<file path="src/rtl/serial_digit_adder_pkg.sv">
// Shared definitions for the digit-serial adder.
//   state_e         : controller states (idle, running digits, holding result)
//   calc_ndig()     : number of digits processed per operation
//   calc_cnt_w()    : width of the digit counter (at least one bit)
//   digit_divides() : legality check for the WIDTH/DIGIT pair
package serial_digit_adder_pkg;

    typedef enum logic [1:0] {
        StIdle = 2'd0,
        StRun  = 2'd1,
        StDone = 2'd2
    } state_e;

    function automatic int unsigned calc_ndig(input int unsigned width,
                                              input int unsigned digit);
        // Guard the division so an illegal DIGIT=0 reaches the explicit check
        return (digit == 0) ? 1 : width / digit;
    endfunction

    function automatic int unsigned calc_cnt_w(input int unsigned ndig);
        return (ndig <= 1) ? 1 : $clog2(ndig);
    endfunction

    function automatic bit digit_divides(input int unsigned width,
                                         input int unsigned digit);
        return (width >= 1) && (digit >= 1) && (digit <= width) && ((width % digit) == 0);
    endfunction

endpackage

</file>
<file path="src/rtl/serial_digit_adder_digit_adder.sv">
// Combinational DIGIT-bit ripple adder built from a chain of full-adder cells.
//   x, y   : DIGIT-bit addends
//   ci     : carry into bit 0
//   s      : DIGIT-bit sum
//   co     : carry out of the top bit
//   msb_ci : carry into the top bit (co ^ msb_ci flags signed overflow)
module digit_adder #(
    parameter int unsigned DIGIT = 1
) (
    input  logic [DIGIT-1:0] x,
    input  logic [DIGIT-1:0] y,
    input  logic             ci,
    output logic [DIGIT-1:0] s,
    output logic             co,
    output logic             msb_ci
);

    logic carry;

    always_comb begin
        carry  = ci;
        s      = '0;
        msb_ci = ci;
        for (int i = 0; i < DIGIT; i++) begin
            // Last iteration leaves the carry entering the top bit here
            msb_ci = carry;
            s[i]   = x[i] ^ y[i] ^ carry;
            carry  = (x[i] & y[i]) | (carry & (x[i] ^ y[i]));
        end
        co = carry;
    end

endmodule

</file>
<file path="src/rtl/serial_digit_adder.sv">
// Digit-serial adder: adds two WIDTH-bit operands plus carry-in, DIGIT bits per
// clock, least-significant digit first, with a registered inter-digit carry.
// Optional subtract mode and signed-overflow output under SERIAL_ADDER_SUB_EN.
//   clk, rst_n           : clock, asynchronous active-low reset
//   in_valid / in_ready  : operand handshake (a, b, cin [, sub])
//   out_valid / out_ready: result handshake (sum, cout [, ovf])
//   busy                 : high while running or holding a result
module serial_digit_adder
    import serial_digit_adder_pkg::*;
#(
    parameter int unsigned WIDTH = 8,
    parameter int unsigned DIGIT = 1
) (
    input  logic             clk,
    input  logic             rst_n,
    input  logic             in_valid,
    output logic             in_ready,
    input  logic [WIDTH-1:0] a,
    input  logic [WIDTH-1:0] b,
    input  logic             cin,
    output logic             out_valid,
    input  logic             out_ready,
    output logic [WIDTH-1:0] sum,
    output logic             cout,
`ifdef SERIAL_ADDER_SUB_EN
    input  logic             sub,
    output logic             ovf,
`endif
    output logic             busy
);

    localparam int unsigned NDIG  = calc_ndig(WIDTH, DIGIT);
    localparam int unsigned CNT_W = calc_cnt_w(NDIG);
    localparam logic [CNT_W-1:0] LAST_CNT = CNT_W'(NDIG - 1);

    if (!digit_divides(WIDTH, DIGIT)) begin : g_bad_cfg
        $error("serial_digit_adder: DIGIT must be >= 1 and divide WIDTH exactly");
    end

    state_e           state_q, state_d;
    logic [WIDTH-1:0] a_q, a_d;
    logic [WIDTH-1:0] b_q, b_d;
    logic [WIDTH-1:0] acc_q, acc_d;     // partial sum, filled from the MSB end
    logic [WIDTH-1:0] res_q, res_d;     // last completed result
    logic             carry_q, carry_d;
    logic             cout_q, cout_d;
    logic [CNT_W-1:0] cnt_q, cnt_d;

    logic [DIGIT-1:0] dig_s;
    logic             dig_co;
    logic             dig_msb_ci;
    logic [WIDTH-1:0] acc_shift;
    logic             sub_sel;
    logic             ovf_next;

    digit_adder #(
        .DIGIT (DIGIT)
    ) u_digit_adder (
        .x      (a_q[DIGIT-1:0]),
        .y      (b_q[DIGIT-1:0]),
        .ci     (carry_q),
        .s      (dig_s),
        .co     (dig_co),
        .msb_ci (dig_msb_ci)
    );

    // New digit enters at the top; after NDIG shifts digit 0 sits at the LSB
    assign acc_shift = (acc_q >> DIGIT) | (WIDTH'(dig_s) << (WIDTH - DIGIT));

    // Signed overflow is only meaningful on the final (most-significant) digit
    assign ovf_next = dig_co ^ dig_msb_ci;

`ifdef SERIAL_ADDER_SUB_EN
    logic ovf_q, ovf_d;
    assign sub_sel = sub;
`else
    logic unused_ovf;
    assign sub_sel    = 1'b0;
    assign unused_ovf = ovf_next;
`endif

    always_comb begin
        state_d = state_q;
        a_d     = a_q;
        b_d     = b_q;
        acc_d   = acc_q;
        res_d   = res_q;
        carry_d = carry_q;
        cout_d  = cout_q;
        cnt_d   = cnt_q;
`ifdef SERIAL_ADDER_SUB_EN
        ovf_d   = ovf_q;
`endif
        unique case (state_q)
            StIdle: begin
                if (in_valid) begin
                    a_d     = a;
                    // a - b computed as a + ~b + 1
                    b_d     = sub_sel ? ~b : b;
                    carry_d = sub_sel ? 1'b1 : cin;
                    cnt_d   = '0;
                    state_d = StRun;
                end
            end
            StRun: begin
                a_d     = a_q >> DIGIT;
                b_d     = b_q >> DIGIT;
                acc_d   = acc_shift;
                carry_d = dig_co;
                cnt_d   = cnt_q + 1'b1;
                if (cnt_q == LAST_CNT) begin
                    res_d   = acc_shift;
                    cout_d  = dig_co;
`ifdef SERIAL_ADDER_SUB_EN
                    ovf_d   = ovf_next;
`endif
                    state_d = StDone;
                end
            end
            StDone: begin
                if (out_ready) begin
                    state_d = StIdle;
                end
            end
            default: state_d = StIdle;
        endcase
    end

    always_ff @(posedge clk or negedge rst_n) begin
        if (!rst_n) begin
            state_q <= StIdle;
            a_q     <= '0;
            b_q     <= '0;
            acc_q   <= '0;
            res_q   <= '0;
            carry_q <= 1'b0;
            cout_q  <= 1'b0;
            cnt_q   <= '0;
        end else begin
            state_q <= state_d;
            a_q     <= a_d;
            b_q     <= b_d;
            acc_q   <= acc_d;
            res_q   <= res_d;
            carry_q <= carry_d;
            cout_q  <= cout_d;
            cnt_q   <= cnt_d;
        end
    end

`ifdef SERIAL_ADDER_SUB_EN
    always_ff @(posedge clk or negedge rst_n) begin
        if (!rst_n) begin
            ovf_q <= 1'b0;
        end else begin
            ovf_q <= ovf_d;
        end
    end

    assign ovf = ovf_q;
`endif

    assign in_ready  = (state_q == StIdle);
    assign out_valid = (state_q == StDone);
    assign busy      = (state_q != StIdle);
    assign sum       = res_q;
    assign cout      = cout_q;

endmodule

</file>
<file path="config.mk">
export PLATFORM = sky130hd
export DESIGN_NAME = serial_digit_adder
export DESIGN_NICKNAME = d
export VERILOG_FILES = /design/src/rtl/serial_digit_adder_pkg.sv /design/src/rtl/serial_digit_adder_digit_adder.sv /design/src/rtl/serial_digit_adder.sv
export SDC_FILE = /design/constraint.sdc
export NUM_CORES = 1
export LEC_CHECK = 0
export CAP_MARGIN = 0
export CORE_MARGIN = 2
export CORE_UTILIZATION = 40
export CTS_CLUSTER_SIZE = 25
export DETAILED_ROUTE_END_ITERATION = 7
export GPL_ROUTABILITY_DRIVEN = 0
export PLACE_DENSITY = 0.7
export SLEW_MARGIN = 20
export SYNTH_ARGS = -nofsm -noshare
export SYNTH_HDL_FRONTEND = slang
export SYNTH_SLANG_ARGS = --single-unit
</file>
<file path="constraint.sdc">
create_clock -name clk -period 4.25 [get_ports clk]
set_clock_uncertainty 0.1 [all_clocks]
set_input_delay 0.85 -clock clk [delete_from_list [all_inputs] [get_ports clk]]
set_output_delay 0.85 -clock clk [all_outputs]
set_load 0.02 [all_outputs]
</file>
==> metrics.txt, run 1 <==
# TYPE chip_impl_metric gauge
chip_impl_info{name="run_status",value="completed"} 1
chip_impl_info{name="critical_path_endpoint_category",value="output pin"} 1
chip_impl_metric{name="maxSlewHeadroom",unit="%"} 54.9
chip_impl_metric{name="drtAntennaViolNets",unit=""} 0
chip_impl_metric{name="ctsHtreeMaxLevel",unit=""} 2
chip_impl_info{name="cts_tree",value="built"} 1
chip_impl_info{name="path_class_of_the_lowest_slack_min_delay_path",value="flop to flop"} 1
chip_impl_metric{name="timing_hold_violations_final",unit=""} 0
chip_impl_metric{name="power_density",unit="nW/um2"} 735
chip_impl_metric{name="design.portCount",unit=""} 33
chip_impl_metric{name="synthesis.instances",unit=""} 146
chip_impl_metric{name="fraction_of_final_layout_cells_sized_beyond_drive_strength_1",unit="%"} 11.2
chip_impl_info{name="rsz0062_at_grt",value="false"} 1
chip_impl_metric{name="worst-endpoint-required",unit="ps"} 3300
chip_impl_metric{name="signal_arrival_time_at_the_worst_endpoint",unit="ps"} 1880
chip_impl_metric{name="final.period_utilization",unit="%"} 66.7
chip_impl_metric{name="drt-vias-per-instance",unit=""} 5.43
chip_impl_metric{name="vdd_ir_drop_max",unit="mV"} 0.270
chip_impl_metric{name="syn_avg_cell_area",unit="um2"} 11.6
chip_impl_metric{name="gr-total-overflow",unit=""} 0
chip_impl_metric{name="cts_made_buffers",unit=""} 5
chip_impl_metric{name="achievable-frequency",unit="GHz"} 0.353
chip_impl_metric{name="tritoncts_sink_count",unit=""} 38
chip_impl_metric{name="slew_viol_final",unit=""} 0
chip_impl_metric{name="clk_transition_reported_paths",unit="ps"} 80
chip_impl_metric{name="final_core_utilization",unit="%"} 52.7
chip_impl_info{name="startpoint",value="state_q[1]"} 1
chip_impl_metric{name="initial_core_util",unit="%"} 42.0
chip_impl_metric{name="setup_tns",unit="ps"} 0
chip_impl_metric{name="finalHoldWorstSlack",unit="ps"} 392
chip_impl_metric{name="drt-total-wl",unit="um"} 3370
chip_impl_metric{name="detail_route.drc_violations",unit=""} 0
chip_impl_info{name="worstHoldStart",value="acc_q[1]"} 1
chip_impl_metric{name="first_iter_violations",unit=""} 86
chip_impl_info{name="startpoint_class_of_the_critical_path",value="flop"} 1
chip_impl_metric{name="cts_resized",unit=""} 0
chip_impl_metric{name="power.static_leakage",unit="nW"} 0.943
chip_impl_metric{name="grt_first_pass_wirelength",unit="um"} 5850
chip_impl_metric{name="grtUsageTotal",unit="%"} 15.1
chip_impl_metric{name="area.growth.synth_to_final",unit="%"} 25.5
chip_impl_info{name="critical_path_class",value="flop to output pin"} 1
chip_impl_metric{name="clock_buffer_depth",unit=""} 2
chip_impl_metric{name="max_cap_viol_count",unit=""} 0
chip_impl_metric{name="fp.coreArea",unit="um2"} 4030
chip_impl_metric{name="finalNetCount",unit=""} 201
chip_impl_metric{name="number_of_antenna_violations_at_the_first_check_in_global_routing",unit=""} 0
chip_impl_metric{name="number_of_distinct_library_cell_variants_in_the_gate_level_netlist_after_synthesis",unit=""} 25
chip_impl_metric{name="ys.warnings.count",unit=""} 0
chip_impl_metric{name="worst_path_maximum_fanout",unit=""} 16
chip_impl_metric{name="grt_pass1_vias",unit=""} 1243
chip_impl_metric{name="diodes",unit=""} 0
chip_impl_metric{name="setup_violations",unit=""} 0
chip_impl_metric{name="floorplan.die.width",unit="um"} 69.0
chip_impl_metric{name="period_needed",unit="ps"} 2830
chip_impl_info{name="critical_path.reg2reg.startpoint",value="state_q[0]"} 1
chip_impl_metric{name="sequential_element_share_of_the_synthesized_area",unit="%"} 56.3
chip_impl_metric{name="ys_seq_elements",unit=""} 38
chip_impl_metric{name="ctsHoldBuffers",unit=""} 0
chip_impl_metric{name="num_rows",unit=""} 23
chip_impl_info{name="clock-root-buffer",value="clkbuf_8"} 1
chip_impl_metric{name="fp.dieArea",unit="um2"} 4760
chip_impl_metric{name="mappedNetlistArea",unit="um2"} 1690
chip_impl_metric{name="drt-wirelength-per-cell",unit="um"} 14.8
chip_impl_metric{name="drt_pass1_iterations",unit=""} 4
chip_impl_metric{name="worstSkewPairLatency",unit="ps"} 290
chip_impl_metric{name="grt_max_degree",unit=""} 39
chip_impl_metric{name="syn_nets",unit=""} 170
chip_impl_metric{name="die_height",unit="um"} 69.0
chip_impl_metric{name="route.vias.total",unit=""} 1237
chip_impl_metric{name="hpwl",unit="um"} 2340
chip_impl_metric{name="timing_worst_slew_pin_value",unit="ps"} 677
chip_impl_metric{name="port_buffers",unit=""} 32
chip_impl_metric{name="post-cts-setup-buffers",unit=""} 0
placed cells by master (no fill, tap or decap), drive strengths merged:
cell type,Yosys,final
a22o,2,2
nand2,24,24
a21oi,9,9
a2bb2oi,4,4
nand2b,4,4
nand3b,2,2
dfrtp,38,38
o221a,2,2
nor2,4,4
clkbuf,1,7
mux2,9,9
inv,4,4
clkdlybuf4s50,0,32
o21ai,7,7
buf,8,1
ha,2,2
and2b,1,1
fa,1,1
bufinv,0,1
o22ai,21,21
o31ai,1,1
nor2b,1,1
a22oi,1,1
cell usage after synthesis:
library cell,n,share of area [%]
dfrtp_1,38,56
nand2_1,23,5.1
o22ai_1,21,7.8
a21oi_1,9,2.7
mux2_4,9,8.0
o21ai_0,7,2.1
a2bb2oi_1,4,2.1
buf_2,4,1.2
inv_1,4,0.89
nand2b_1,4,1.5
buf_6,3,2.0
nor2_1,3,0.67
a22o_1,2,1.0
ha_1,2,1.5
nand3b_1,2,0.89
o221a_2,2,1.3
a22oi_1,1,0.44
and2b_1,1,0.44
buf_4,1,0.44
clkbuf_1,1,0.22
fa_1,1,1.2
nand2_8,1,1.2
nor2_2,1,0.37
nor2b_1,1,0.37
o31ai_1,1,0.44
worst paths after layout:
path | to | slack (ps) | cells after the start
setup / recovery | out_valid | 1420 | 3
hold / removal | acc_q[1] | 390 | 2
setup reg to reg | sum[0] | 2540 | 3
hold reg to reg | acc_q[1] | 390 | 2
max in group asynchronous | a_q[4] | 2830 | 2
min in group asynchronous | sum[2] | 880 | 2
registers in the layout, summed over array words and instances (netlist names):
register / flops
carry_q: 1
state_q: 2
cnt_q: 3
acc_q: 7
sum: 8
cout: 1
a_q: 8
b_q: 8
kinds of logic after synthesis:
kind of cell / after synthesis / synth area share [%]
AOI/OAI and AO/OA: 47 / 17.8
adders and majority gates: 3 / 2.66
and+or+nand+nor: 36 / 10.5
DFF: 38 / 56.3
buffers and inverters: 13 / 4.74
muxes: 9 / 7.99
per-stage QoR:
step | instances | power [mW] | setup slack, ps | area, um2
6_report | 228 | 1.56 | 1420 | 2120
5_1_grt | 228 | 1.67 | 1220 | 2120
4_1_cts | 228 | 1.58 | 1400 | 2120
3_5_place_dp | 220 | 1.28 | 1720 | 2020
3_3_place_gp | 220 | 1.24 | 1790 | 2020
2_1_floorplan | 146 | 1.09 | 2170 | 1690
routing by layer:
| layer | global-route usage [%] | share of wire, % |
|---|---|---|
| met2 | 24.6 | 47 |
| met1 | 19.5 | 45 |
| met4 | 3.70 | 0.74 |
| met5 | 0 | 0 |
| met3 | 5.12 | 7.1 |
worst max-delay path: stages (launching register included):
cell             delay (ps)
dfrtp_1                 520
inv_1                   310
nor2_1                  160
clkdlybuf4s50_1         610
power breakdown:
group | switching, mW | leakage, nW | internal [mW] | total [mW]
Sequential | 0.120 | 0.460 | 0.525 | 0.645
Combinational | 0.304 | 0.431 | 0.311 | 0.615
Clock | 0.124 | 0.0524 | 0.176 | 0.299
Total | 0.548 | 0.943 | 1.01 | 1.56
layout make-up:
cell class / count / area, um2
Timing Repair Buffer: 33 / 328
Clock buffer: 7 / 76.3
Fill cell: 351 / 1910
Multi-Input combinational cell: 95 / 659
Clock inverter: 1 / 30.0
Sequential cell: 38 / 951
Inverter: 4 / 15.0
Tap cell: 50 / 62.6
Note: power is estimated with default switching activity, not from simulation.
==> run 2: changes to the inputs <==
- PLACE_DENSITY: 0.7 -> 0.73
- clock period: 4.25 -> 2.5 ns (I/O delays scaled with it)
==> metrics.txt, run 2 (synthesized netlist as in run 1, its figures left out) <==
# TYPE chip_impl_metric gauge
chip_impl_info{name="run_status",value="completed"} 1
chip_impl_metric{name="worst-endpoint-required",unit="ps"} 1900
chip_impl_metric{name="finalNetCount",unit=""} 202
chip_impl_metric{name="achievable-frequency",unit="GHz"} 0.431
chip_impl_info{name="startpoint_class_of_the_critical_path",value="flop"} 1
chip_impl_metric{name="preCtsSetupSlack",unit="ps"} 377
chip_impl_metric{name="hpwl",unit="um"} 2320
chip_impl_metric{name="setup_violations",unit=""} 0
chip_impl_metric{name="route.vias.total",unit=""} 1226
chip_impl_metric{name="post-cts-setup-buffers",unit=""} 0
chip_impl_metric{name="detail_route.drc_violations",unit=""} 0
chip_impl_metric{name="drt-vias-per-instance",unit=""} 5.35
chip_impl_metric{name="fraction_of_final_layout_cells_sized_beyond_drive_strength_1",unit="%"} 12.8
chip_impl_metric{name="cts_resized",unit=""} 0
chip_impl_info{name="critical_path_endpoint_category",value="output pin"} 1
chip_impl_metric{name="die_height",unit="um"} 69.0
chip_impl_metric{name="timing_hold_violations_final",unit=""} 0
chip_impl_metric{name="power.static_leakage",unit="nW"} 0.953
chip_impl_metric{name="signal_arrival_time_at_the_worst_endpoint",unit="ps"} 1720
chip_impl_metric{name="area.growth.synth_to_final",unit="%"} 26.2
chip_impl_metric{name="period_needed",unit="ps"} 2320
chip_impl_metric{name="clk_transition_reported_paths",unit="ps"} 70
chip_impl_metric{name="initial_core_util",unit="%"} 42.0
chip_impl_info{name="worstHoldStart",value="acc_q[1]"} 1
chip_impl_info{name="startpoint",value="state_q[0]"} 1
chip_impl_metric{name="grtUsageTotal",unit="%"} 14.8
chip_impl_metric{name="drtAntennaViolNets",unit=""} 0
chip_impl_metric{name="worst_path_maximum_fanout",unit=""} 12
chip_impl_metric{name="cts_made_buffers",unit=""} 5
chip_impl_metric{name="drt-wirelength-per-cell",unit="um"} 14.3
chip_impl_metric{name="tritoncts_sink_count",unit=""} 38
chip_impl_metric{name="max_cap_viol_count",unit=""} 0
chip_impl_metric{name="first_iter_violations",unit=""} 65
chip_impl_info{name="cts_tree",value="built"} 1
chip_impl_info{name="path_class_of_the_lowest_slack_min_delay_path",value="flop to flop"} 1
chip_impl_metric{name="placement.cell_area",unit="um2"} 2020
chip_impl_info{name="most_frequent_standard_cell_in_the_layout_excluding_fill_and_tap_cells",value="dfrtp_1"} 1
chip_impl_metric{name="slew_viol_final",unit=""} 0
chip_impl_metric{name="port_buffers",unit=""} 32
chip_impl_metric{name="drt-total-wl",unit="um"} 3280
chip_impl_metric{name="ctsHtreeMaxLevel",unit=""} 2
chip_impl_info{name="critical_path_class",value="flop to output pin"} 1
chip_impl_metric{name="timing.final.ws_setup",unit="ps"} 180
chip_impl_metric{name="setup_tns",unit="ps"} 0
chip_impl_metric{name="vdd_ir_drop_max",unit="mV"} 0.475
chip_impl_info{name="clock-root-buffer",value="clkbuf_8"} 1
chip_impl_metric{name="design.portCount",unit=""} 33
chip_impl_metric{name="drt_pass1_iterations",unit=""} 4
chip_impl_metric{name="fp.coreArea",unit="um2"} 4030
chip_impl_metric{name="number_of_antenna_violations_at_the_first_check_in_global_routing",unit=""} 0
chip_impl_metric{name="fp.dieArea",unit="um2"} 4760
chip_impl_metric{name="final_area",unit="um2"} 2130
chip_impl_info{name="layout.cells.most_common_list",value="dfrtp_1, clkdlybuf4s50_1, nand2_1"} 1
chip_impl_metric{name="grt_pass1_vias",unit=""} 1225
chip_impl_info{name="rsz0062_at_grt",value="false"} 1
chip_impl_metric{name="num_rows",unit=""} 23
chip_impl_metric{name="grt_first_pass_wirelength",unit="um"} 5840
chip_impl_metric{name="timing_worst_slew_pin_value",unit="ps"} 657
chip_impl_metric{name="worstSkewPairLatency",unit="ps"} 280
chip_impl_metric{name="ctsHoldBuffers",unit=""} 0
chip_impl_metric{name="floorplan.die.width",unit="um"} 69.0
chip_impl_metric{name="maxSlewHeadroom",unit="%"} 56.2
chip_impl_metric{name="gr-total-overflow",unit=""} 0
chip_impl_metric{name="clock_buffer_depth",unit=""} 2
chip_impl_metric{name="diodes",unit=""} 0
chip_impl_metric{name="grt_max_degree",unit=""} 39
chip_impl_metric{name="power_density",unit="nW/um2"} 1230
chip_impl_metric{name="final.period_utilization",unit="%"} 92.8
chip_impl_info{name="critical_path.reg2reg.startpoint",value="state_q[1]"} 1
-- run 2: worst max-delay path: stages (launching register included) --
cell	delay, ps
dfrtp_1	510
nor2_1	270
clkdlybuf4s50_1	660
-- run 2: worst paths after layout --
kind | slack, ps | end | cells after the start
setup / recovery | 180 | in_ready | 2
hold / removal | 380 | acc_q[1] | 2
setup reg to reg | 770 | sum[3] | 3
hold reg to reg | 380 | acc_q[1] | 2
max in group asynchronous | 1410 | a_q[5] | 2
min in group asynchronous | 550 | sum[1] | 2
-- run 2: area by class of cell --
class	count	area, um2
Tap cell	50	62.6
Fill cell	357	1900
Inverter	4	15.0
Multi-Input combinational cell	95	659
Timing Repair Buffer	34	335
Sequential cell	38	951
Clock buffer	8	110
-- run 2: layer usage --
layer	vias up	wire (um)	global-route usage (%)
met5	-	0	0
met4	0	10	4.14
met3	2	173	4.24
met2	39	1580	23.7
met1	594	1520	19.7
li1	591	-	-
-- run 2: stage by stage --
step	std cells	power [mW]	hold WS [ps]	util, %
6_report	229	2.62	377	53.0
5_1_grt	229	2.83	428	53.0
4_1_cts	229	2.65	387	53.0
3_5_place_dp	221	2.17	374	50.2
3_3_place_gp	221	2.11	361	50.2
2_1_floorplan	146	1.86	104	-
-- run 2: power breakdown --
group | leakage [nW] | switching, mW | internal [mW]
clock network | 0.0575 | 0.202 | 0.278
logic | 0.435 | 0.510 | 0.531
registers | 0.460 | 0.208 | 0.893
total | 0.953 | 0.920 | 1.70
